File: config.mk
export PLATFORM = sky130hd
export DESIGN_NAME = gb_flash_reader
export DESIGN_NICKNAME = d
export VERILOG_FILES = /design/src/rtl/gb_flash_reader.sv
export SDC_FILE = /design/constraint.sdc
export NUM_CORES = 1
export LEC_CHECK = 0
export CAP_MARGIN = 40
export CORE_AREA = 4 4 114 116
export CTS_CLUSTER_DIAMETER = 150
export DETAILED_ROUTE_END_ITERATION = 12
export DIE_AREA = 0 0 118 120
export GPL_TIMING_DRIVEN = 1
export SLEW_MARGIN = 15
export SYNTH_ARGS = -nofsm -noshare
export SYNTH_HDL_FRONTEND = slang
export SYNTH_SLANG_ARGS = --single-unit
File: constraint.sdc
create_clock -name clk -period 4.3 [get_ports clk]
set_input_delay 1.075 -clock clk [delete_from_list [all_inputs] [get_ports clk]]
set_output_delay 1.075 -clock clk [all_outputs]
set_load 0.01 [all_outputs]
File: src/rtl/gb_flash_reader.sv
// SPI NOR word reader: 0x03 + 24-bit address, four data bytes returned little-endian.
// Define GB_FLASH_WAKEUP_EN to send 0xAB (release power-down) and wait WAKE_WAIT cycles after reset.
module gb_flash_reader #(
  parameter int CLK_DIV   = 1,
  parameter int WAKE_WAIT = 64
) (
  input  logic        clk,
  input  logic        reset,
  input  logic        valid,
  input  logic [23:0] addr,
  output logic        ready,
  output logic [31:0] rdata,
  output logic        spi_csn,
  output logic        spi_sck,
  output logic        spi_mosi,
  input  logic        spi_miso
);
  localparam int DIV_W    = (CLK_DIV > 1) ? $clog2(CLK_DIV) : 1;
  localparam int WAIT_MAX = (WAKE_WAIT > 2 * CLK_DIV) ? WAKE_WAIT : 2 * CLK_DIV;
  localparam int WAIT_W   = $clog2(WAIT_MAX + 1);
  localparam logic [DIV_W-1:0]  DIV_LAST  = DIV_W'(CLK_DIV - 1);
  localparam logic [WAIT_W-1:0] DONE_LAST = WAIT_W'(2 * CLK_DIV - 1);

`ifdef GB_FLASH_WAKEUP_EN
  typedef enum logic [2:0] {WAKE, WAKE_GAP, IDLE, XFER, DONE} state_t;
  localparam state_t RESET_STATE = WAKE;
  localparam logic [WAIT_W-1:0] GAP_LAST = WAIT_W'(WAKE_WAIT);
`else
  typedef enum logic [1:0] {IDLE, XFER, DONE} state_t;
  localparam state_t RESET_STATE = IDLE;
`endif

  state_t            state_q, state_d;
  logic [DIV_W-1:0]  div_q, div_d;
  logic [5:0]        bit_q, bit_d;
  logic [WAIT_W-1:0] wait_q, wait_d;
  logic [30:0]       tx_q, tx_d;
  logic [31:0]       rx_q, rx_d;
  logic [31:0]       rdata_q, rdata_d;
  logic              csn_q, csn_d;
  logic              sck_q, sck_d;
  logic              mosi_q, mosi_d;
  logic              ready_q, ready_d;
  logic              shifting;
  logic [5:0]        bit_last;

  always_comb begin
    state_d  = state_q;
    div_d    = div_q;
    bit_d    = bit_q;
    wait_d   = wait_q;
    tx_d     = tx_q;
    rx_d     = rx_q;
    rdata_d  = rdata_q;
    csn_d    = csn_q;
    sck_d    = sck_q;
    mosi_d   = mosi_q;
    ready_d  = 1'b0;
    shifting = 1'b0;
    bit_last = 6'd63;

    case (state_q)
      IDLE: begin
        if (valid) begin
          // tx holds the 31 bits after the first; the first bit of 0x03 is 0
          state_d = XFER;
          csn_d   = 1'b0;
          sck_d   = 1'b0;
          mosi_d  = 1'b0;
          tx_d    = {7'h03, addr};
          div_d   = '0;
          bit_d   = '0;
        end
      end
      XFER: shifting = 1'b1;
      DONE: begin
        if (wait_q == DONE_LAST) state_d = IDLE;
        else wait_d = wait_q + WAIT_W'(1);
      end
`ifdef GB_FLASH_WAKEUP_EN
      WAKE: begin
        if (csn_q) begin
          csn_d  = 1'b0;
          sck_d  = 1'b0;
          mosi_d = 1'b1;
          tx_d   = {7'h2B, 24'h0};
          div_d  = '0;
          bit_d  = '0;
        end else begin
          shifting = 1'b1;
          bit_last = 6'd7;
        end
      end
      WAKE_GAP: begin
        if (wait_q == GAP_LAST) state_d = IDLE;
        else wait_d = wait_q + WAIT_W'(1);
      end
`endif
      default: state_d = RESET_STATE;
    endcase

    // Shared bit engine: MISO sampled as SCK rises, MOSI advanced as SCK falls
    if (shifting) begin
      if (div_q != DIV_LAST) begin
        div_d = div_q + DIV_W'(1);
      end else begin
        div_d = '0;
        sck_d = ~sck_q;
        if (!sck_q) begin
          rx_d = {rx_q[30:0], spi_miso};
        end else if (bit_q == bit_last) begin
          sck_d   = 1'b0;
          csn_d   = 1'b1;
          mosi_d  = 1'b0;
          wait_d  = WAIT_W'(1);
          state_d = DONE;
          ready_d = 1'b1;
          rdata_d = {rx_q[7:0], rx_q[15:8], rx_q[23:16], rx_q[31:24]};
`ifdef GB_FLASH_WAKEUP_EN
          if (state_q == WAKE) begin
            state_d = WAKE_GAP;
            ready_d = 1'b0;
            rdata_d = rdata_q;
          end
`endif
        end else begin
          bit_d  = bit_q + 6'd1;
          mosi_d = tx_q[30];
          tx_d   = {tx_q[29:0], 1'b0};
        end
      end
    end
  end

  always_ff @(posedge clk or posedge reset) begin
    if (reset) begin
      state_q <= RESET_STATE;
      div_q   <= '0;
      bit_q   <= '0;
      wait_q  <= '0;
      tx_q    <= '0;
      rx_q    <= '0;
      rdata_q <= '0;
      csn_q   <= 1'b1;
      sck_q   <= 1'b0;
      mosi_q  <= 1'b0;
      ready_q <= 1'b0;
    end else begin
      state_q <= state_d;
      div_q   <= div_d;
      bit_q   <= bit_d;
      wait_q  <= wait_d;
      tx_q    <= tx_d;
      rx_q    <= rx_d;
      rdata_q <= rdata_d;
      csn_q   <= csn_d;
      sck_q   <= sck_d;
      mosi_q  <= mosi_d;
      ready_q <= ready_d;
    end
  end

  assign ready    = ready_q;
  assign rdata    = rdata_q;
  assign spi_csn  = csn_q;
  assign spi_sck  = sck_q;
  assign spi_mosi = mosi_q;
endmodule

==> reports/summary.txt, run 1 <==
Run status -> completed
First-pass GRT wire length -> 16000 um
Area of the core -> 11900 um^2
CTS Hold Bufs -> 0
Slew headroom -> 52.6%
Crit Path Class -> flop to output port
Number of I/O port buffers -> 63
Avg Cell Area, Syn -> 12.0 um^2
MaxCap Viol Count -> 0
WP data required -> 3220 ps
Synth Flop Type -> dfrtp_1
Critical Path Max Stage Delay -> 600 ps
DIE HEIGHT -> 120 um
Die width -> 118 um
Fin Hold WS -> 463 ps
Pin count of the biggest net entering global routing -> 60
Final TNS setup -> 0 ps
Final ANT Viol Nets -> 0
Skew final -> 9.06 ps
Tcrit/Tclk final -> 59.8%
Synthesized Nets -> 420
Final count of negative-setup-slack endpoints -> 0
Number of I/O pins -> 64
Leak -> 2.82 nW
F_max -> 0.389 GHz
Warnings from Yosys -> 0
GRT Total Usage -> 14.0%
Worst hold path type -> flop to flop
Antenna violations before repair -> 0
Num rows -> 40
Slew Limit Fails -> 0
1st-pass router iterations -> 4
Sequential area share after synthesis -> 60.9%
H-tree Lvls -> 4
Final Hold Fails -> 0
Post-synth EDFFs -> 0
Nets -> 488
Worst Setup End Kind -> output port
Netlist cell types -> 40
Number of global-route vias before repair -> 3181
Clock latency on the worst-skew pair -> 410 ps
Die ar. -> 14200 um^2
Residual DRC -> 0
Share of layout cells above drive strength 1 -> 22.2%
Routed len/inst -> 14.6 um
RSZ-0062 raised after global routing -> no
CTS tree -> built
Commonest non-fill, non-tap cells in the layout -> dfrtp_1 (113), nand2_1 (69), clkdlybuf4s50_1 (63)
CP max FO -> 4
Global route overflow -> 0
Commonest non-fill, non-tap cell in the layout -> dfrtp_1
P per Cell Area -> 585 nW/um^2
Async set or reset register ratio after synthesis -> 100%
Longest Clk Path Bufs -> 2
CTS sink count -> 114
Setup crit start kind -> flop
VDD IR-drop max -> 359 uV
Post-DR vias/cell -> 5.06
Layout area overhead -> 31.6%
Root buffer cell -> clkbuf_16
WP buf/inv -> 1
Fill count -> 1040
Seq cells post-synth -> 114
CP max-delay cell -> clkdlybuf4s50_1
Final Wtd Congestion -> 0.760
Final Total Pwr -> 0.00360 W
Cells after Synth -> 389
Top Family by Delay on Critical Path -> buffers and inverters
Post-CTS Setup Inserts -> 0
Worst path arrival time -> 1490 ps
Iter 0 DRT Violations -> 176
Ant. Diodes -> 0
Clock slew at reported path FFs -> 50 ps
Fin util -> 51.7%
Cell chain of the critical path -> clkdlybuf4s50_1
Mapped Area -> 4680 um^2
Inserted Clock Buffers -> 17
Via count -> 3115
Dpl hpwl -> 5530 um
Slew @ Worst Pin -> 708 ps
Initial Util -> 39.3%
DRT Wirelength -> 9020 um
Clock period minus worst slack -> 2570 ps
Post-CTS sizing -> 0
flip-flops by register name (all words and copies together), names as in the netlist:
register,flops
bit_q,6
rdata,32
ready,1
rx_q,32
spi_csn,1
spi_mosi,1
spi_sck,1
state_q,2
tx_q,31
wait_q,7
path summary, 6_finish.rpt:
check | to | cells after the start | slack (ps) | startpoint
setup / recovery | spi_sck | 1 | 1730 | spi_sck$_DFFE_PP0P_
setup reg to reg | rdata[19]$_DFFE_PP0P_ | 5 | 2110 | bit_q[0]$_DFF_PP0_
min in group asynchronous | tx_q[12]$_DFF_PP0_ | 2 | 1140 | reset
max in group asynchronous | rx_q[21]$_DFFE_PP0P_ | 3 | 2400 | reset
hold reg to reg | tx_q[26]$_DFF_PP0_ | 2 | 460 | tx_q[25]$_DFF_PP0_
hold / removal | tx_q[26]$_DFF_PP0_ | 2 | 460 | tx_q[25]$_DFF_PP0_
synth_stat cells, types with 2 or more instances:
master      n  area share (%)
xor2_1      3            0.56
ha_1        3            0.80
and3_1      2            0.27
nand2_1    69             5.5
o21ai_0     8            0.85
buf_6       2            0.48
mux2_1      5             1.2
a21o_1      2            0.32
mux2_2     59              14
nor2_1     35             2.8
buf_2       9            0.96
xnor2_1     5            0.93
a311oi_1    2            0.37
dfrtp_1   113              60
buf_4       7             1.1
a21oi_1     2            0.21
inv_1       4            0.32
nand3_1    14             1.5
a31oi_1    24             3.2
power by group:
part | switching [W] | internal, W | total (W) | leakage (nW)
sequential | 0.000181 | 0.00134 | 0.00152 | 1.42
clock | 0.000472 | 0.00116 | 0.00163 | 0.336
combinational | 0.000196 | 0.000253 | 0.000449 | 1.06
total | 0.000850 | 0.00275 | 0.00360 | 2.82
layer usage:
metal  vias to the layer above  global-route usage [%]  wire length [um]  share of wire [%]
met3                        12                    5.75               555                6.2
met5                         -                       0                 0                  0
li1                       1479                       -                 -                  -
met1                      1557                    19.0              4400                 49
met2                        67                    19.9              3940                 44
met4                         0                    5.64               129                1.4
logic make-up after synthesis:
kind of cell               Yosys count  synth area share [%]
buffers and inverters               24                  3.04
adders and majority gates            3                 0.801
AOI/OAI and AO/OA                   42                  5.66
muxes                               64                  15.4
DFF                                114                  60.9
xor gates and xnor gates             8                  1.50
and+or+nand+nor                    134                  12.7
tightest hold or removal path: stages (launching register included):
cell,delay [ps]
dfrtp_1,330
nand2_1,50
nand2_1,50
through the flow:
stage          cell area (um^2)  setup WS, ps  cells
2_1_floorplan              4680           211    389
3_3_place_gp               5430          1590    582
3_5_place_dp               5470          1710    585
4_1_cts                    6160          1680    616
5_1_grt                    6160          1650    616
6_report                   6160          1730    616
layout make-up:
type / instances / area (um^2) / area share, %
clock buffers: 23 / 498 / 8.08
clock inverters: 8 / 196 / 3.19
inverters: 4 / 17.5 / 0.284
multi-input cells: 251 / 1710 / 27.7
flip-flops and latches: 114 / 2850 / 46.3
well taps: 147 / 184 / 2.98
repair buffers: 69 / 708 / 11.5
Note: power is estimated with default switching activity, not from simulation.
==> inputs of run 2 (changes only) <==
==> constraint.sdc (replaced) <==
create_clock -name clk -period 2.1 [get_ports clk]
set_input_delay 0.525 -clock clk [delete_from_list [all_inputs] [get_ports clk]]
set_output_delay 0.525 -clock clk [all_outputs]
set_load 0.01 [all_outputs]
==> run 2 against run 1 <==
Effect of this change: global-route usage down 0.26 points; first-iteration DRC count is 20% higher; clock power up 62%; clock skew rose by 3.6 ps; setup slack lost 1600 ps; critical path type unchanged; critical endpoint is now spi_csn; highest routed layer unchanged.
==> reports/summary.txt, run 2 (synthesis results as in run 1) <==
Hold endpoint -> tx_q[25]$_DFF_PP0_
Cell chain of the critical path -> clkdlybuf4s50_1
VDD IR-drop max -> 551 uV (+53%)
Crit Path Class -> flop to output port
Tcrit/Tclk final -> 95.6%
Leak -> 2.78 nW (-1.4%)
P per Cell Area -> 1100 nW/um^2 (+88%)
Routed len/inst -> 14.6 um (-0.56%)
DIE HEIGHT -> 120 um (unchanged)
First-pass GRT wire length -> 15800 um (-1.5%)
Skew final -> 12.6 ps (+3.59 ps)
Post-DR vias/cell -> 4.98 (-1.5%)
Number of I/O pins -> 64 (unchanged)
Num rows -> 40 (unchanged)
Longest Clk Path Bufs -> 2 (unchanged)
Post-CTS sizing -> 0 (unchanged)
CTS Hold Bufs -> 0 (unchanged)
Setup crit start kind -> flop
Pre-CTS WS -> 248 ps (-1470 ps)
Via count -> 3078 (-1.2%)
Area of the core -> 11900 um^2 (unchanged)
CTS tree -> built
Die ar. -> 14200 um^2 (unchanged)
Slew @ Worst Pin -> 561 ps (-147 ps)
Worst hold path type -> flop to flop
Number of global-route vias before repair -> 3319 (+4.3%)
CP max FO -> 2 (-2)
Root buffer cell -> clkbuf_16
Nets -> 490 (+0.41%)
WHS Path Cells -> 2 (unchanged)
Worst Setup End Kind -> output port
WP buf/inv -> 1 (unchanged)
Worst path arrival time -> 1480 ps (about the same)
Clock latency on the worst-skew pair -> 400 ps (about the same)
Post-CTS Setup Inserts -> 0 (unchanged)
1st-pass router iterations -> 4 (unchanged)
WP data required -> 1570 ps (-1650 ps)
Clock slew at reported path FFs -> 50 ps (about the same)
Reg-to-reg startpoint -> bit_q[0]$_DFF_PP0_
Final worst slack -> 91.9 ps (-1640 ps)
Run status -> completed
Antenna violations before repair -> 0 (unchanged)
MaxCap Viol Count -> 0 (unchanged)
Fin util -> 51.2% (-0.56 points)
Slew headroom -> 62.3% (+9.7 points)
Final count of negative-setup-slack endpoints -> 0 (unchanged)
Commonest non-fill, non-tap cells in the layout -> dfrtp_1 (113), nand2_1 (69), clkdlybuf4s50_1 (63)
Iter 0 DRT Violations -> 212 (+20%)
Worst r2r path cells -> 5 (unchanged)
Dpl hpwl -> 5600 um (+1.3%)
Final Wtd Congestion -> 0.731 (-3.9%)
Die width -> 118 um (unchanged)
Pin count of the biggest net entering global routing -> 70 (+17%)
F_max -> 0.498 GHz
Share of layout cells above drive strength 1 -> 22.3% (+0.12 points)
CTS sink count -> 114 (unchanged)
Final cell count without fillers -> 618 (+0.32%)
Commonest non-fill, non-tap cell in the layout -> dfrtp_1
RSZ-0062 raised after global routing -> no
DP Cell Count -> 587 (+0.34%)
Worst R2R Setup Slack -> 270 ps (-1840 ps)
Hold_sp -> tx_q[24]$_DFF_PP0_
DRT Wirelength -> 9000 um (-0.23%)
Number of I/O port buffers -> 63 (unchanged)
CP max-delay cell -> clkdlybuf4s50_1
Fill count -> 1098 (+5.6%)
Slew Limit Fails -> 0 (unchanged)
Global route overflow -> 0 (unchanged)
Top Family by Delay on Critical Path -> buffers and inverters
Final ANT Viol Nets -> 0 (unchanged)
R2r endpoint -> rdata[4]$_DFFE_PP0P_
Residual DRC -> 0 (unchanged)
Inserted Clock Buffers -> 17 (unchanged)
H-tree Lvls -> 4 (unchanged)
Critical Path Max Stage Delay -> 560 ps (-40 ps)
Final Hold Fails -> 0 (unchanged)
GRT Total Usage -> 13.8% (-0.26 points)
Clock period minus worst slack -> 2010 ps
Ant. Diodes -> 0 (unchanged)
Final TNS setup -> 0 ps (unchanged)
Layout area overhead -> 30.2%
Initial Util -> 39.3% (unchanged)
## run 2: how the worst max path moves through the flow
| stage | cells after the start | to | slack [ps] | startpoint |
|---|---|---|---|---|
| global route | 1 | spi_csn | 50 | spi_csn$_DFF_PP1_ |
| global placement | 5 | rdata[26]$_DFFE_PP0P_ | 330 | bit_q[0]$_DFF_PP0_ |
| detailed placement | 5 | rdata[20]$_DFFE_PP0P_ | 250 | bit_q[0]$_DFF_PP0_ |
| floorplan | 1 | bit_q[0]$_DFF_PP0_ | 190 | reset |
| finish | 1 | spi_csn | 90 | spi_csn$_DFF_PP1_ |
| CTS | 1 | spi_csn | 70 | spi_csn$_DFF_PP1_ |
## run 2: metal layers
layer	up-vias	part of all wire, %	wire (um)	track usage (%)
met2	66	47	4200	21.7
li1	1481	-	-	-
met5	-	0	0	0
met3	15	5.7	517	5.51
met1	1516	46	4150	16.9
met4	0	1.5	131	5.49
## run 2: area by class of cell
class	count	area, um^2	area share [%]
inverters	4	18.8	0.308
repair buffers	71	778	12.8
clock inverters	9	82.6	1.35
well taps	147	184	3.02
flip-flops and latches	114	2850	46.8
multi-input cells	251	1710	28.0
clock buffers	22	474	7.78
## run 2: per-stage QoR
step	hold WS (ps)	power, W	area, um^2
6_report	464	0.00669	6100
5_1_grt	484	0.00709	6100
4_1_cts	464	0.00678	6100
3_5_place_dp	452	0.00409	5540
3_3_place_gp	453	0.00403	5540
2_1_floorplan	433	0.00376	4690
## run 2: where the power goes
group	switching, W	internal (W)	total [W]
Sequential	0.000370	0.00274	0.00311
Combinational	0.000401	0.000530	0.000931
Clock	0.000938	0.00171	0.00264
Total	0.00171	0.00498	0.00669
==> inputs of run 3 (changes only) <==
--- a/config.mk
+++ b/config.mk
@@ -11,6 +11,7 @@
 export DETAILED_ROUTE_END_ITERATION = 12
 export DIE_AREA = 0 0 118 120
 export GPL_TIMING_DRIVEN = 1
+export REMOVE_ABC_BUFFERS = 1
 export SLEW_MARGIN = 15
 export SYNTH_ARGS = -nofsm -noshare
 export SYNTH_HDL_FRONTEND = slang
==> run 3 against run 2 <==
Effect of this change: global-route usage increased by 0.14 points; highest routed layer unchanged; register-to-register slack improved by 20 ps; clock power about the same; sequential cell count unchanged; combinational power about the same; setup slack got worse by 1.4 ps; via count decreased by 0.68%.
==> reports/summary.txt, run 3 (synthesis results as in run 1) <==
Worst r2r path cells -> 5 (unchanged)
F_max -> 0.498 GHz (about the same)
Residual DRC -> 0 (unchanged)
Post-DR vias/cell -> 4.92 (-1.2%)
Clock slew at reported path FFs -> 50 ps (about the same)
1st-pass router iterations -> 5 (+1)
Crit path from -> spi_csn$_DFF_PP1_
Worst R2R Setup Slack -> 290 ps (+20 ps)
Final Total Pwr -> 0.00669 W (+0.11%)
Top Family by Delay on Critical Path -> buffers and inverters
Number of I/O pins -> 64 (unchanged)
Slew headroom -> 61.3% (-1.1 points)
Commonest non-fill, non-tap cell in the layout -> dfrtp_1
Root buffer cell -> clkbuf_16
Number of I/O port buffers -> 63 (unchanged)
Seq. cell area -> 2850 um^2 (unchanged)
Design area -> 6110 um^2 (+0.21%)
Final ANT Viol Nets -> 0 (unchanged)
DRT Wirelength -> 8950 um (-0.63%)
CTS Hold Bufs -> 0 (unchanged)
CTS tree -> built
CP max-delay cell -> clkdlybuf4s50_1
Antenna violations before repair -> 0 (unchanged)
WP buf/inv -> 1 (unchanged)
Commonest non-fill, non-tap cells in the layout -> dfrtp_1 (113), nand2_1 (69), clkdlybuf4s50_1 (63)
Critical Path Max Stage Delay -> 560 ps (about the same)
Post-CTS sizing -> 0 (unchanged)
Global route overflow -> 0 (unchanged)
Clock latency on the worst-skew pair -> 410 ps (about the same)
Nets -> 492 (+0.41%)
Clock period minus worst slack -> 2010 ps (+1.38 ps)
P per Cell Area -> 1100 nW/um^2 (about the same)
Worst Setup End Kind -> output port
Final Wtd Congestion -> 0.731 (about the same)
Final Hold Fails -> 0 (unchanged)
Iter 0 DRT Violations -> 198 (-6.6%)
Share of layout cells above drive strength 1 -> 23.0% (+0.70 points)
Slew @ Worst Pin -> 577 ps (+16.1 ps)
CP Depth -> 1 (unchanged)
Number of global-route vias before repair -> 3238 (-2.4%)
Cell Area, Placed -> 5550 um^2 (+0.25%)
Final count of negative-setup-slack endpoints -> 0 (unchanged)
H-tree Lvls -> 4 (unchanged)
Area of the core -> 11900 um^2 (unchanged)
Tcrit/Tclk final -> 95.7% (about the same)
First-pass GRT wire length -> 15800 um (about the same)
Worst path arrival time -> 1480 ps (about the same)
Cell chain of the critical path -> clkdlybuf4s50_1
Inserted Clock Buffers -> 17 (unchanged)
Slew Limit Fails -> 0 (unchanged)
Crit Path Class -> flop to output port
Longest Clk Path Bufs -> 2 (unchanged)
CP max FO -> 2 (unchanged)
Leak -> 2.78 nW (about the same)
Worst hold path type -> input pin to asynchronous set/reset pin
GRT Total Usage -> 13.9% (+0.14 points)
Pin count of the biggest net entering global routing -> 47 (-33%)
Reg-to-reg startpoint -> bit_q[0]$_DFF_PP0_
VDD IR-drop max -> 523 uV (-5.2%)
Multi-input logic area -> 1710 um^2 (unchanged)
R2r endpoint -> rdata[9]$_DFFE_PP0P_
Ant. Diodes -> 0 (unchanged)
Skew final -> 18.4 ps (+5.80 ps)
Die ar. -> 14200 um^2 (unchanged)
WP data required -> 1570 ps (about the same)
Setup crit start kind -> flop
Initial Util -> 39.3% (unchanged)
Dpl hpwl -> 5670 um (+1.3%)
RSZ-0062 raised after global routing -> no
Num rows -> 40 (unchanged)
Via count -> 3057 (-0.68%)
Layout area overhead -> 30.4%
Routed len/inst -> 14.4 um (-1.1%)
DIE HEIGHT -> 120 um (unchanged)
CTS sink count -> 114 (unchanged)
MaxCap Viol Count -> 0 (unchanged)
Worst Setup EP -> spi_csn
Fill count -> 1059 (-3.6%)
Run status -> completed
Post-CTS Setup Inserts -> 0 (unchanged)
Die width -> 118 um (unchanged)
-- run 3: cell types whose count changed in the layout (fill, tap and decap cells not counted), sizes merged --
cell / before / now
buf: 8 / 10
clkbuf: 22 / 19
clkinv: 6 / 5
clkinvlp: 3 / 6
inv: 3 / 5
-- run 3: layout make-up --
type / instances / area share [%]
Clock buffer: 19 / 7.25
Timing Repair Buffer: 73 / 13.0
Multi-Input combinational cell: 251 / 27.9
Sequential cell: 114 / 46.7
Clock inverter: 13 / 1.84
Tap cell: 147 / 3.01
Inverter: 4 / 0.287
-- run 3: worst min path at each step --
stage / from / end / slack, ps
after floorplan: tx_q[24]$_DFF_PP0_ / tx_q[25]$_DFF_PP0_ / 430
after global placement: tx_q[28]$_DFF_PP0_ / tx_q[29]$_DFF_PP0_ / 450
after detailed placement: tx_q[26]$_DFF_PP0_ / tx_q[27]$_DFF_PP0_ / 460
after CTS: reset / tx_q[2]$_DFF_PP0_ / 460
after global routing: tx_q[28]$_DFF_PP0_ / tx_q[29]$_DFF_PP0_ / 490
final: reset / tx_q[4]$_DFF_PP0_ / 450
-- run 3: worst reg2reg max path, delay by kind of cell (launching register included) --
kind                     cells  cell delay (ps)
multiplexers                 1              350
AND/OR/NAND/NOR              2              440
adder cells (fa/ha/maj)      1              260
flip-flops                   1              400
buffers and inverters        1              240
-- run 3: through the flow --
| stage | TNS (ps) | utilization, % | instances | hold WS [ps] | worst slack (ps) |
|---|---|---|---|---|---|
| 6_report | 0 | 51.3 | 621 | 453 | 90.5 |
| 5_1_grt | 0 | 51.3 | 621 | 486 | 46.8 |
| 4_1_cts | 0 | 51.3 | 621 | 460 | 56.7 |
| 3_5_place_dp | 0 | 46.6 | 589 | 458 | 279 |
| 3_3_place_gp | 0 | 46.6 | 589 | 453 | 341 |
| 2_1_floorplan | -222200 | - | 369 | 433 | -1440 |
-- run 3: layer usage --
| metal | global-route usage, % | wire length (um) | vias to the layer above | share of wire, % |
|---|---|---|---|---|
| li1 | - | - | 1490 | - |
| met1 | 18.4 | 4220 | 1492 | 47 |
| met2 | 20.5 | 4060 | 71 | 45 |
| met3 | 6.79 | 645 | 4 | 7.2 |
| met4 | 3.52 | 26 | 0 | 0.29 |
| met5 | 0 | 0 | - | 0 |
-- run 3: power by group --
part	switching (W)	total [W]	internal [W]
registers	0.000364	0.00311	0.00274
clock network	0.00101	0.00266	0.00165
logic	0.000399	0.000928	0.000529
